File: src/rtl/fft_pkg.sv
// Shared FFT definitions: default frame geometry and the sample-loader state encoding.
package fft_pkg;

  localparam int FFT_WORDSIZE   = 16;
  localparam int FFT_NUMSAMPLES = 32;
  localparam int FFT_ADDRSIZE   = 3;
  localparam int FFT_LANES      = 4;

  typedef enum logic [2:0] {
    ST_FILL   = 3'd0,
    ST_FULL   = 3'd1,
    ST_ARM    = 3'd2,
    ST_STREAM = 3'd3,
    ST_FIN    = 3'd4
  } ld_state_e;

endpackage

File: src/rtl/fft_sample_loader_bank.sv
// Four-lane sample buffer: one write port addressed by (lane,row), one full-row read port.
module sample_bank
  import fft_pkg::*;
#(
  parameter int WORDSIZE = FFT_WORDSIZE,
  parameter int ADDRSIZE = FFT_ADDRSIZE
) (
  input  logic                clk,
  input  logic                wr_en_i,
  input  logic [1:0]          wr_lane_i,
  input  logic [ADDRSIZE-1:0] wr_row_i,
  input  logic [WORDSIZE-1:0] wr_data_i,
  input  logic [ADDRSIZE-1:0] rd_row_i,
  output logic [WORDSIZE-1:0] rd_lane0_o,
  output logic [WORDSIZE-1:0] rd_lane1_o,
  output logic [WORDSIZE-1:0] rd_lane2_o,
  output logic [WORDSIZE-1:0] rd_lane3_o
);

  localparam int NROWS = 1 << ADDRSIZE;

  // No reset on the storage: every frame fully overwrites it before readout.
  logic [WORDSIZE-1:0] mem_q [NROWS][FFT_LANES];

  always_ff @(posedge clk) begin
    if (wr_en_i) begin
      mem_q[wr_row_i][wr_lane_i] <= wr_data_i;
    end
  end

  assign rd_lane0_o = mem_q[rd_row_i][0];
  assign rd_lane1_o = mem_q[rd_row_i][1];
  assign rd_lane2_o = mem_q[rd_row_i][2];
  assign rd_lane3_o = mem_q[rd_row_i][3];

endmodule

File: src/rtl/fft_sample_loader.sv
// Collects a serial frame into a 4-lane buffer, then streams it to the FFT one row per
// cycle under an ld_data / ld_done handshake once the system grants load_req.
module fft_sample_loader
  import fft_pkg::*;
#(
  parameter int WORDSIZE   = FFT_WORDSIZE,
  parameter int NUMSAMPLES = FFT_NUMSAMPLES,
  parameter int ADDRSIZE   = FFT_ADDRSIZE
) (
  input  logic                clk,
  input  logic                rst,
  input  logic                s_valid,
  input  logic [WORDSIZE-1:0] s_data,
  output logic                s_ready,
  input  logic                load_req,
  output logic                ld_data,
  output logic                ld_done,
  output logic [WORDSIZE-1:0] data_in0,
  output logic [WORDSIZE-1:0] data_in1,
  output logic [WORDSIZE-1:0] data_in2,
  output logic [WORDSIZE-1:0] data_in3,
  output logic                frame_full
);

  localparam int NROWS = NUMSAMPLES / 4;
  localparam int CW    = ADDRSIZE + 3;
  localparam logic [CW-1:0]       LAST_SAMPLE = CW'(NUMSAMPLES - 1);
  localparam logic [ADDRSIZE-1:0] LAST_ROW    = ADDRSIZE'(NROWS - 1);

  ld_state_e           state_q;
  logic [CW-1:0]       count_q;
  logic [ADDRSIZE-1:0] row_q;
  logic                ld_data_q;
  logic                ld_done_q;
  logic                frame_full_q;
  logic [WORDSIZE-1:0] data0_q, data1_q, data2_q, data3_q;

  logic                wr_en_s;
  logic [ADDRSIZE-1:0] rd_row_s;
  logic [WORDSIZE-1:0] rd0_s, rd1_s, rd2_s, rd3_s;

  assign s_ready = (state_q == ST_FILL);
  assign wr_en_s = s_ready & s_valid;

  // Output registers lag the read address by one: prefetch the row after the one on display.
  always_comb begin
    rd_row_s = '0;
    if (state_q == ST_STREAM) begin
      rd_row_s = row_q + ADDRSIZE'(1);
    end else begin
      rd_row_s = '0;
    end
  end

  sample_bank #(
    .WORDSIZE (WORDSIZE),
    .ADDRSIZE (ADDRSIZE)
  ) u_bank (
    .clk        (clk),
    .wr_en_i    (wr_en_s),
    .wr_lane_i  (count_q[1:0]),
    .wr_row_i   (count_q[ADDRSIZE+1:2]),
    .wr_data_i  (s_data),
    .rd_row_i   (rd_row_s),
    .rd_lane0_o (rd0_s),
    .rd_lane1_o (rd1_s),
    .rd_lane2_o (rd2_s),
    .rd_lane3_o (rd3_s)
  );

  // Frame sequencer: fill, wait for grant, one-cycle ld_data, stream rows, one-cycle ld_done.
  always_ff @(posedge clk) begin
    if (rst) begin
      state_q      <= ST_FILL;
      count_q      <= '0;
      row_q        <= '0;
      ld_data_q    <= 1'b0;
      ld_done_q    <= 1'b0;
      frame_full_q <= 1'b0;
      data0_q      <= '0;
      data1_q      <= '0;
      data2_q      <= '0;
      data3_q      <= '0;
    end else begin
      case (state_q)
        ST_FILL: begin
          if (s_valid) begin
            count_q <= count_q + CW'(1);
            if (count_q == LAST_SAMPLE) begin
              state_q      <= ST_FULL;
              frame_full_q <= 1'b1;
            end
          end
        end
        ST_FULL: begin
          if (load_req) begin
            state_q      <= ST_ARM;
            ld_data_q    <= 1'b1;
            frame_full_q <= 1'b0;
          end
        end
        ST_ARM: begin
          ld_data_q <= 1'b0;
          row_q     <= '0;
          data0_q   <= rd0_s;
          data1_q   <= rd1_s;
          data2_q   <= rd2_s;
          data3_q   <= rd3_s;
          state_q   <= ST_STREAM;
        end
        ST_STREAM: begin
          if (row_q == LAST_ROW) begin
            state_q   <= ST_FIN;
            ld_done_q <= 1'b1;
            data0_q   <= '0;
            data1_q   <= '0;
            data2_q   <= '0;
            data3_q   <= '0;
          end else begin
            row_q   <= row_q + ADDRSIZE'(1);
            data0_q <= rd0_s;
            data1_q <= rd1_s;
            data2_q <= rd2_s;
            data3_q <= rd3_s;
          end
        end
        ST_FIN: begin
          ld_done_q <= 1'b0;
          count_q   <= '0;
          row_q     <= '0;
          state_q   <= ST_FILL;
        end
        default: begin
          state_q      <= ST_FILL;
          count_q      <= '0;
          row_q        <= '0;
          ld_data_q    <= 1'b0;
          ld_done_q    <= 1'b0;
          frame_full_q <= 1'b0;
          data0_q      <= '0;
          data1_q      <= '0;
          data2_q      <= '0;
          data3_q      <= '0;
        end
      endcase
    end
  end

  assign ld_data    = ld_data_q;
  assign ld_done    = ld_done_q;
  assign frame_full = frame_full_q;
  assign data_in0   = data0_q;
  assign data_in1   = data1_q;
  assign data_in2   = data2_q;
  assign data_in3   = data3_q;

endmodule

File: config.mk
export PLATFORM = sky130hd
export DESIGN_NAME = fft_sample_loader
export DESIGN_NICKNAME = d
export VERILOG_FILES = /design/src/rtl/fft_pkg.sv /design/src/rtl/fft_sample_loader_bank.sv /design/src/rtl/fft_sample_loader.sv
export SDC_FILE = /design/constraint.sdc
export NUM_CORES = 1
export LEC_CHECK = 0
export ABC_AREA = 1
export ABC_CLOCK_PERIOD_IN_PS = 3100
export CAP_MARGIN = 10
export CORE_MARGIN = 2
export CORE_UTILIZATION = 42
export CTS_CLUSTER_SIZE = 30
export DETAILED_ROUTE_END_ITERATION = 10
export GPL_TIMING_DRIVEN = 0
export SLEW_MARGIN = 20
export SYNTH_ARGS = -nofsm -noshare
export SYNTH_HDL_FRONTEND = slang
export SYNTH_SLANG_ARGS = --single-unit
File: constraint.sdc
create_clock -name clk -period 3.1 [get_ports clk]
set_clock_uncertainty 0.05 [all_clocks]
set_input_delay 0.31 -clock clk [delete_from_list [all_inputs] [get_ports clk]]
set_output_delay 0.31 -clock clk [all_outputs]
set_load 0.1 [all_outputs]
==> results of run 1 <==
==> routing by layer <==
layer / share of wire [%] / wire length, um
met2: 48 / 31900
met3: 7.4 / 4940
met5: 0 / 0
met4: 3.1 / 2030
met1: 42 / 27700
==> power breakdown <==
part / internal [mW] / switching [mW] / leakage (nW)
registers: 8.67 / 0.0106 / 5.25
logic: 0.0893 / 0.263 / 4.58
clock network: 4.40 / 3.04 / 1.02
total: 13.2 / 3.31 / 10.9
==> cell usage in the layout (no fill, tap or decap), types with 2 or more instances in the layout <==
cell             instances
nand2_1                734
nor2_1                 138
clkbuf_1                68
inv_1                   80
a21oi_1                 75
bufinv_16                6
clkinv_1                 5
clkinv_2                15
buf_8                   11
nor2_2                  32
dlygate4sd3_1            4
buf_16                   3
clkdlybuf4s50_1         69
buf_4                    2
nand3_1                393
buf_1                    6
o21ai_0                  6
buf_12                  11
nor3_1                   4
inv_2                    2
o21a_1                   2
clkbuf_16               64
inv_6                    2
ha_1                     6
dfxtp_1                 79
inv_4                    2
edfxtp_1               512
buf_6                   15
buf_2                   84
clkbuf_8                 6
==> kinds of logic (layout without fill, tap and decap cells) <==
logic type      after synthesis  after routing  share of synthesized area (%)
compound gates               85             85                           1.84
fa+ha+maj                     6              6                          0.316
buf+inv                     213            457                           3.75
flops                       591            591                           71.3
other cells                   0              1                              0
simple gates               1306           1306                           22.8
==> how the worst max path moves through the flow <==
stage	start	endpoint	slack [ns]
6_report	row_q[0]	data_in2[2]	0.32
3_3_place_gp	s_valid	u_bank.mem_q[6][25]	-0.40
4_1_cts	state_q[0]	s_ready	0.005
5_1_grt	state_q[0]	u_bank.mem_q[2][7]	0.15
2_1_floorplan	state_q[0]	frame_full	0.37
3_5_place_dp	s_valid	u_bank.mem_q[0][8]	0.14
==> sequential cells by signal (all words and copies together) (netlist names) <==
name / count
data_in2: 16
state_q: 3
ld_data: 1
data_in0: 16
ld_done: 1
count_q: 6
data_in1: 16
data_in3: 16
u_bank.mem_q: 512
frame_full: 1
row_q: 3
==> timing repair <==
item | CTS | global route
hold buffers | 4 | 0
setup endpoints to repair | 0 | 1
buffers inserted | 0 | 0
endpoints found under the hold margin | 13 | 0
gates resized for setup | 0 | 1
==> through the flow <==
step	instance area (um2)	setup TNS [ns]	utilization, %	hold WS, ns	setup WS (ns)
3_3_place_gp	25600	-88.22	45.5	0.406	-0.400
4_1_cts	28300	0	50.4	0.00299	0.00494
2_1_floorplan	23800	0	-	0.359	0.370
5_1_grt	28300	0	50.4	0.00176	0.149
3_5_place_dp	26200	0	46.7	0.407	0.139
6_report	28300	0	50.4	0.0255	0.320
==> layout make-up <==
type	instances	area share [%]
sequential	591	59.9
tap	756	3.34
clock buffer	83	6.12
clock inverter	31	1.09
timing repair buffer	130	5.16
antenna	1	0.00884
multi-input combinational	1397	21.2
buffer	131	2.06
inverter	82	1.09
==> worst max-delay path, cell delays in order (launching register included) <==
cell      delay (ns)
dfxtp_1         0.35
inv_1           0.11
clkbuf_1        0.76
clkbuf_1        0.59
nand3_1         0.28
nand3_1         0.17
nand2_1         0.07
nand2_1         0.09
nand3_1         0.10
a21oi_1         0.13
==> impl_metrics.env, run 1 <==
export IMPL_synth_top_cell_by_area="edfxtp_1"
export IMPL_multi_input_area_um2=6010
export IMPL_synth_avg_cell_area_um2=10.8
export IMPL_synth_edf_count=512
export IMPL_synthCells=2201
export IMPL_nFillCells=4998
export IMPL_vias_per_cell=5.22
export IMPL_crit_path_start_kind="register"
export IMPL_synth_net_count=2227
export IMPL_fmax_mhz=360
export IMPL_yosysUniqueCellTypes=23
export IMPL_met2_usage_pct=38.0
export IMPL_cts_sinks=591
export IMPL_core_area_um2=56200
export IMPL_dp_hpwl_mm=45.6
export IMPL_path_max_fanout=10
export IMPL_peakVddDrop_uv=450
export IMPL_drv_slew=0
export IMPL_drtIter0Drc=1662
export IMPL_grt_pass1_wl_mm=101
export IMPL_reg2reg_depth=9
export IMPL_cap_violations=0
export IMPL_grtUsageTotal_pct=22.8
export IMPL_dr_total_vias=16712
export IMPL_synth_top_area_share_pct=64.7
export IMPL_arrival_ns=3.27
export IMPL_grt_max_degree=33
export IMPL_worstHoldStart="s_data[5]"
export IMPL_grt_ovfl_total=0
export IMPL_end_kind="register"
export IMPL_port_buffers=86
export IMPL_clk_pin_slew_worst_paths_ns=0.07
export IMPL_critPathKind="reg2reg"
export IMPL_period_minus_slack_ns=2.78
export IMPL_numCtsBuffers=60
export IMPL_synthFlopType="edfxtp_1"
export IMPL_ioPinCount=88
export IMPL_area_delta_synth_final_pct=19.1
export IMPL_placementRows=87
export IMPL_h_tree_depth=2
export IMPL_wire_per_inst_um=20.8
export IMPL_hold_path_class="in2reg"
export IMPL_cts_buffer_depth=3
export IMPL_dp_cells=3083
export IMPL_first_global_vias=16574
export IMPL_rrSetupSlack_ns=0.32
export IMPL_postRouteAntennaNets=0
export IMPL_met1_usage_pct=30.9
export IMPL_dieArea_um2=58500
export IMPL_antenna_found_initial=1
export IMPL_hold_path_depth=1
export IMPL_r2r_start="row_q[0]"
export IMPL_layout_drive_gt1_share_pct=10.6
export IMPL_yosysSeqAreaShare_pct=71.3
export IMPL_wirelength_mm=66.6
export IMPL_place_gp_congestion=0.885
export IMPL_start_util_pct=42.3
export IMPL_rsz0062_at_grt="no"
export IMPL_p_leak_nw=10.9
export IMPL_drc=0
export IMPL_yosys_top_cells_count="734 x nand2_1, 512 x edfxtp_1, 393 x nand3_1"
export IMPL_status="finished, final reports clean"
export IMPL_final_setup_viol_count=0
export IMPL_cts_root_buf="clkbuf_16"
export IMPL_clk_latency_ns=0.63
export IMPL_p_per_area_nw_per_um2=582
export IMPL_r2r_end="data_in2[2]"
export IMPL_hold_viol_final=0
export IMPL_seq_area_um2=17000
export IMPL_finalNetCount=2419
export IMPL_synth_seq_cells=591
export IMPL_whs_endpoint="u_bank.mem_q[5][5]"
export IMPL_yosysMostFrequentCell="nand2_1"
export IMPL_finalPower_mw=16.5
export IMPL_die_w_um=242
export IMPL_gr_max_usage_layer="met2"
export IMPL_drt_first_pass_iters=6
export IMPL_yosys_warnings=0
export IMPL_cts_tree="yes"
export IMPL_cp_required_ns=3.59
export IMPL_use_met3_pct=3.21
export IMPL_layout_cells_non_filler=3202
export IMPL_slew_headroom_pct=31.3
export IMPL_tightest_slew_ns=1.03
export IMPL_synth_area_top_cells="edfxtp_1 65%, nand2_1 12%, nand3_1 8.3%"
export IMPL_min_period_over_period_pct=89.7
export IMPL_syn_area_um2=23800
export IMPL_synth_async_reset_ratio_pct=0
export IMPL_die_h_um=242
Power figures use the tool's default switching activity.
==> run 2: changes to the inputs <==
ABC_AREA = unset   (was 1)
SLEW_MARGIN = unset   (was 20)
==> run 2 against run 1 <==
  * Flip-flop and latch count unchanged
  * Global-route usage fell by 0.47 points
  * Largest cell class unchanged
  * Critical path depth shrank 6
  * Synthesized cell count fell by 34%
  * First-iteration DRC count shrank 6.9%
  * Setup slack worse by 0.25 ns
==> impl_metrics.env, run 2 <==
export IMPL_status="finished, final reports clean"
export IMPL_drtIter0Drc=1548
export IMPL_layout_cells_non_filler=2387
export IMPL_regMostFlops="u_bank.mem_q"
export IMPL_synth_top_cell_by_area="edfxtp_1"
export IMPL_synth_simple_area_share_pct=6.19
export IMPL_post_cts_resized=0
export IMPL_synth_adder_area_share_pct=0.328
export IMPL_synthFlopType="edfxtp_1"
export IMPL_arrival_ns=2.67
export IMPL_die_w_um=237
export IMPL_r2r_start="state_q[0]"
export IMPL_p_per_area_nw_per_um2=583
export IMPL_yosys_warnings=0
export IMPL_worstSetupStartpoint="state_q[0]"
export IMPL_finalPower_mw=15.9
export IMPL_utilization_pct=50.8
export IMPL_drv_slew=0
export IMPL_synth_net_count=1485
export IMPL_grt_ovfl_total=0
export IMPL_p_comb_share_pct=1.9
export IMPL_min_period_over_period_pct=97.6
export IMPL_cp_required_ns=2.74
export IMPL_hold_path_class="in2reg"
export IMPL_die_h_um=237
export IMPL_area_delta_synth_final_pct=19.4
export IMPL_yosysUniqueCellTypes=47
export IMPL_post_cts_buffers=0
export IMPL_dp_cells=2280
export IMPL_finalNetCount=1671
export IMPL_cts_hold_buf=1
export IMPL_synth_edf_count=512
export IMPL_cap_violations=0
export IMPL_peakVddDrop_uv=388
export IMPL_grtUsageTotal_pct=22.4
export IMPL_grt_max_degree=33
export IMPL_path_max_fanout=10
export IMPL_synth_seq_cells=591
export IMPL_p_leak_nw=8.47
export IMPL_placementRows=85
export IMPL_place_gp_congestion=0.865
export IMPL_cts_sinks=591
export IMPL_first_global_vias=13688
export IMPL_drc=0
export IMPL_start_util_pct=42.5
export IMPL_clk_pin_slew_worst_paths_ns=0.06
export IMPL_synth_compound_area_share_pct=11.2
export IMPL_numCtsBuffers=56
export IMPL_final_design_area_no_fill_um2=27300
export IMPL_layout_drive_gt1_share_pct=16.9
export IMPL_nFillCells=4472
export IMPL_final_cell_mix="512 x edfxtp_1, 108 x o211ai_1, 95 x nand2_1"
export IMPL_wire_per_inst_um=26.4
export IMPL_synth_area_top_cells="edfxtp_1 67%, dfxtp_1 6.9%, o211ai_1 3.5%"
export IMPL_syn_area_um2=22900
export IMPL_clk_latency_ns=0.61
export IMPL_dieArea_um2=56400
export IMPL_swShare_pct=19.6
export IMPL_wirelength_mm=62.9
export IMPL_drt_first_pass_iters=5
export IMPL_synth_top_area_share_pct=67.2
export IMPL_synth_top_family_by_area="compound AO/OA/AOI/OAI gates"
export IMPL_critPathKind="reg2out"
export IMPL_postRouteAntennaNets=0
export IMPL_antenna_cells=0
export IMPL_period_minus_slack_ns=3.03
export IMPL_port_buffers=86
export IMPL_switchingPower_mw=3.13
export IMPL_synth_avg_cell_area_um2=15.7
export IMPL_largest_reg_flops=512
export IMPL_tns_ns=0
export IMPL_vias_per_cell=5.75
export IMPL_cts_root_buf="clkbuf_16"
export IMPL_crit_path_start_kind="register"
export IMPL_ioPinCount=88
export IMPL_seq_area_um2=17000
export IMPL_final_setup_viol_count=0
export IMPL_hold_viol_final=0
export IMPL_slew_headroom_pct=29.0
export IMPL_fmax_mhz=330
export IMPL_core_area_um2=53800
export IMPL_yosys_top_cells_count="512 x edfxtp_1, 108 x o211ai_1, 95 x nand2_1"
export IMPL_dr_total_vias=13733
export IMPL_synthCells=1459
export IMPL_p_seq_share_pct=54.6
export IMPL_h_tree_depth=2
export IMPL_end_kind="primary output"
export IMPL_place_area_um2=25400
export IMPL_grt_pass1_wl_mm=91.8
export IMPL_synth_xor_area_share_pct=0.191
export IMPL_synth_async_reset_ratio_pct=0
export IMPL_dp_hpwl_mm=41.6
export IMPL_cts_tree="yes"
export IMPL_synth_area_mux_share_pct=5.95
export IMPL_tightest_slew_ns=1.06
export IMPL_multi_input_area_um2=5540
export IMPL_rsz0062_at_grt="no"
export IMPL_layout_commonest_cell="edfxtp_1"
export IMPL_power_internal_mw=12.8
export IMPL_antenna_found_initial=2
export IMPL_p_clk_share_pct=43.5
export IMPL_yosysMostFrequentCell="edfxtp_1"
export IMPL_worstHoldStart="s_data[6]"
export IMPL_yosysSeqAreaShare_pct=74.1
export IMPL_cts_buffer_depth=3
## run 2: cell types whose count changed after synthesis, moves of 75 or more
cell,before,now
nand2_1,734,95
nor2_1,170,46
nand3_1,393,4
o211ai_1,0,108
inv_1,80,5
## run 2: worst max-delay path, stage by stage, from the launching register on
cell and delay [ns]:
dfxtp_1 0.38, buf_2 0.23, nor3_4 0.28, clkdlybuf4s50_1 1.18
## run 2: layer usage
layer	share of wire, %	vias up	global-route usage [%]
li1	-	6141	-
met1	42	6938	30.5
met2	49	575	37.4
met3	7.0	77	2.89
met4	2.3	2	7.01
met5	0.025	-	0
## run 2: power groups by stage
stage,registers [mW],clock network [mW],logic [mW]
after floorplan,8.86,0,0.0619
after global placement,8.87,0,0.238
after detailed placement,8.86,0,0.302
after CTS,8.69,7.01,0.303
after global routing,8.69,7.34,0.325
final,8.69,6.93,0.306
## run 2: worst paths after layout
check / to / slack, ns / cells past startpoint
setup reg to reg: u_bank.mem_q[1][2] / 0.41 / 5
setup / recovery: s_ready / 0.07 / 3
hold reg to reg: row_q[1] / 0.41 / 2
hold / removal: u_bank.mem_q[2][22] / 0.31 / 1
## run 2: stage by stage
stage / hold slack [ns] / worst slack, ns
floorplan: 0.359 / 0.124
global placement: 0.402 / -0.296
detailed placement: 0.405 / 0.384
CTS: 0.299 / 0.0641
global route: 0.327 / 0.00839
finish: 0.306 / 0.0738
## run 2: final cells by class
class                   instances  share of cell area, %
flip-flops and latches        591                   62.0
multi-input cells             756                   20.3
repair buffers                128                   5.94
clock buffers                  78                   5.76
well taps                     696                   3.19
plain buffers                 107                   1.71
clock inverters                26                   1.04
inverters                       5                 0.0686
## run 2: cell families after synthesis
kind of cell             count (synthesis)
AO/OA/AOI/OAI                          339
XOR/XNOR                                 5
adder cells (fa/ha/maj)                  6
buffers and inverters                  112
flip-flops                             591
multiplexers                           128
AND/OR/NAND/NOR                        278
==> run 3: changes to the inputs <==
ABC_CLOCK_PERIOD_IN_PS = unset   (was 3100)
SLEW_MARGIN = 20   (was unset)
==> run 3 against run 2 <==
  * Via count is 0.24% higher
  * Die area is the same
  * First-iteration DRC count shrank 4.5%
  * Design area shrank 1.2%
  * Hold slack worse by 0.23 ns
  * Setup slack gained 0.31 ns
  * Clock power up 2%
  * Cell count fell by 0.29%
==> impl_metrics.env, run 3 (synthesis gave the netlist of run 2 again) <==
export IMPL_drt_first_pass_iters=5
export IMPL_period_minus_slack_ns=2.72
export IMPL_die_w_um=237
export IMPL_hold_viol_final=0
export IMPL_layout_cells_non_filler=2380
export IMPL_h_tree_depth=2
export IMPL_whs_ns=0.0719
export IMPL_cts_buffer_depth=3
export IMPL_core_area_um2=53800
export IMPL_p_per_area_nw_per_um2=594
export IMPL_place_area_um2=25100
export IMPL_grt_pass1_wl_mm=91.9
export IMPL_final_design_area_no_fill_um2=27000
export IMPL_post_cts_buffers=0
export IMPL_p_leak_nw=8.37
export IMPL_rsz0062_at_grt="no"
export IMPL_port_buffers=86
export IMPL_grt_ovfl_total=0
export IMPL_worstSetupStartpoint="state_q[0]"
export IMPL_rrSetupSlack_ns=0.38
export IMPL_arrival_ns=2.99
export IMPL_dp_cells=2273
export IMPL_area_delta_synth_final_pct=18.0
export IMPL_postRouteAntennaNets=0
export IMPL_r2r_start="state_q[0]"
export IMPL_first_global_vias=13638
export IMPL_fmax_mhz=368
export IMPL_crit_path_start_kind="register"
export IMPL_cpLargestDelayFamily="simple AND/OR/NAND/NOR gates"
export IMPL_status="finished, final reports clean"
export IMPL_grt_max_degree=33
export IMPL_cts_sinks=591
export IMPL_cap_violations=0
export IMPL_crit_cells=6
export IMPL_critPathBufInv=2
export IMPL_final_setup_viol_count=0
export IMPL_hold_path_class="in2reg"
export IMPL_final_cell_mix="512 x edfxtp_1, 108 x o211ai_1, 95 x nand2_1"
export IMPL_dr_max_layer_used="met5"
export IMPL_path_max_fanout=10
export IMPL_drc=0
export IMPL_crit_path_end="u_bank.mem_q[6][36]"
export IMPL_dr_total_vias=13766
export IMPL_slowest_stage="nor2_2"
export IMPL_clk_latency_ns=0.61
export IMPL_tightest_slew_ns=1.09
export IMPL_wire_per_inst_um=26.4
export IMPL_dieArea_um2=56400
export IMPL_antenna_found_initial=1
export IMPL_regMostFlops="u_bank.mem_q"
export IMPL_ioPinCount=88
export IMPL_drt_met1_wl_mm=26.9
export IMPL_clk_pin_slew_worst_paths_ns=0.06
export IMPL_largest_reg_flops=512
export IMPL_drv_slew=0
export IMPL_max_stage_delay_ns=0.75
export IMPL_cts_root_buf="clkbuf_16"
export IMPL_slew_headroom_pct=26.9
export IMPL_peakVddDrop_uv=377
export IMPL_min_period_over_period_pct=87.8
export IMPL_wl_met3_mm=4.35
export IMPL_r2r_end="u_bank.mem_q[6][36]"
export IMPL_wirelength_mm=62.8
export IMPL_critPathKind="reg2reg"
export IMPL_die_h_um=237
export IMPL_route_met2_wl_mm=29.9
export IMPL_layout_commonest_cell="edfxtp_1"
export IMPL_drtIter0Drc=1479
export IMPL_crit_chain="buf_2 > nor3_4 > and2_1 > nand2_1 > nor2_2 > buf_6"
export IMPL_layout_drive_gt1_share_pct=17.3
export IMPL_reg2reg_depth=6
export IMPL_numCtsBuffers=56
export IMPL_place_gp_congestion=0.865
export IMPL_grtUsageTotal_pct=22.4
export IMPL_cp_required_ns=3.37
export IMPL_dp_hpwl_mm=41.2
export IMPL_placementRows=85
export IMPL_finalNetCount=1662
export IMPL_end_kind="register"
export IMPL_start_util_pct=42.5
export IMPL_vias_per_cell=5.78
export IMPL_cts_tree="yes"
[run 3: cell type report]
type,count,area [um2]
clock inverters,23,273
multi-input cells,756,5560
repair buffers,119,1220
plain buffers,107,468
fillers,4473,26800
well taps,696,871
clock buffers,82,1650
diodes,1,2.50
flip-flops and latches,591,17000
inverters,5,18.8
[run 3: how the worst min path moves through the flow]
stage	to	start	slack, ns	cells past startpoint
detailed placement	row_q[1]	row_q[1]	0.40	2
global placement	row_q[1]	row_q[1]	0.40	2
finish	u_bank.mem_q[2][37]	s_data[5]	0.07	1
floorplan	u_bank.mem_q[0][0]	s_data[0]	0.36	0
CTS	u_bank.mem_q[2][37]	s_data[5]	0.04	1
global route	u_bank.mem_q[4][37]	s_data[5]	0.05	1
[run 3: per-layer routing]
| metal | track usage [%] | vias up |
|---|---|---|
| met5 | 0 | - |
| met4 | 6.59 | 2 |
| met3 | 3.55 | 99 |
| met2 | 36.6 | 538 |
| met1 | 31.1 | 7005 |
| li1 | - | 6122 |
[run 3: power by group]
group | switching [mW] | total (mW) | internal (mW) | leakage (nW)
clock | 2.90 | 7.09 | 4.18 | 0.956
combinational | 0.214 | 0.264 | 0.0501 | 2.17
sequential | 0.0173 | 8.69 | 8.68 | 5.25
total | 3.13 | 16.0 | 12.9 | 8.37
[run 3: stage by stage]
step | setup WS (ns) | TNS [ns] | power [mW] | util (%)
global placement | -0.296 | -41.17 | 9.11 | 45.8
CTS | 0.0385 | 0 | 16.1 | 50.2
global route | 0.257 | 0 | 16.5 | 50.2
detailed placement | 0.372 | 0 | 9.13 | 46.6
finish | 0.379 | 0 | 16.0 | 50.2
floorplan | 0.124 | 0 | 8.92 | -
[run 3: worst reg2reg max path: stages (launching register included)]
cell and delay (ns):
dfxtp_1 0.39, buf_2 0.23, nor3_4 0.26, and2_1 0.24
nand2_1 0.27, nor2_2 0.75, buf_6 0.24
[run 3: what timing repair did]
item | in CTS | in global routing
hold buffers | 1 | 0
endpoints found under the hold margin | 2 | 0
endpoints found under the setup margin | 0 | 1
resized for setup | 0 | 1
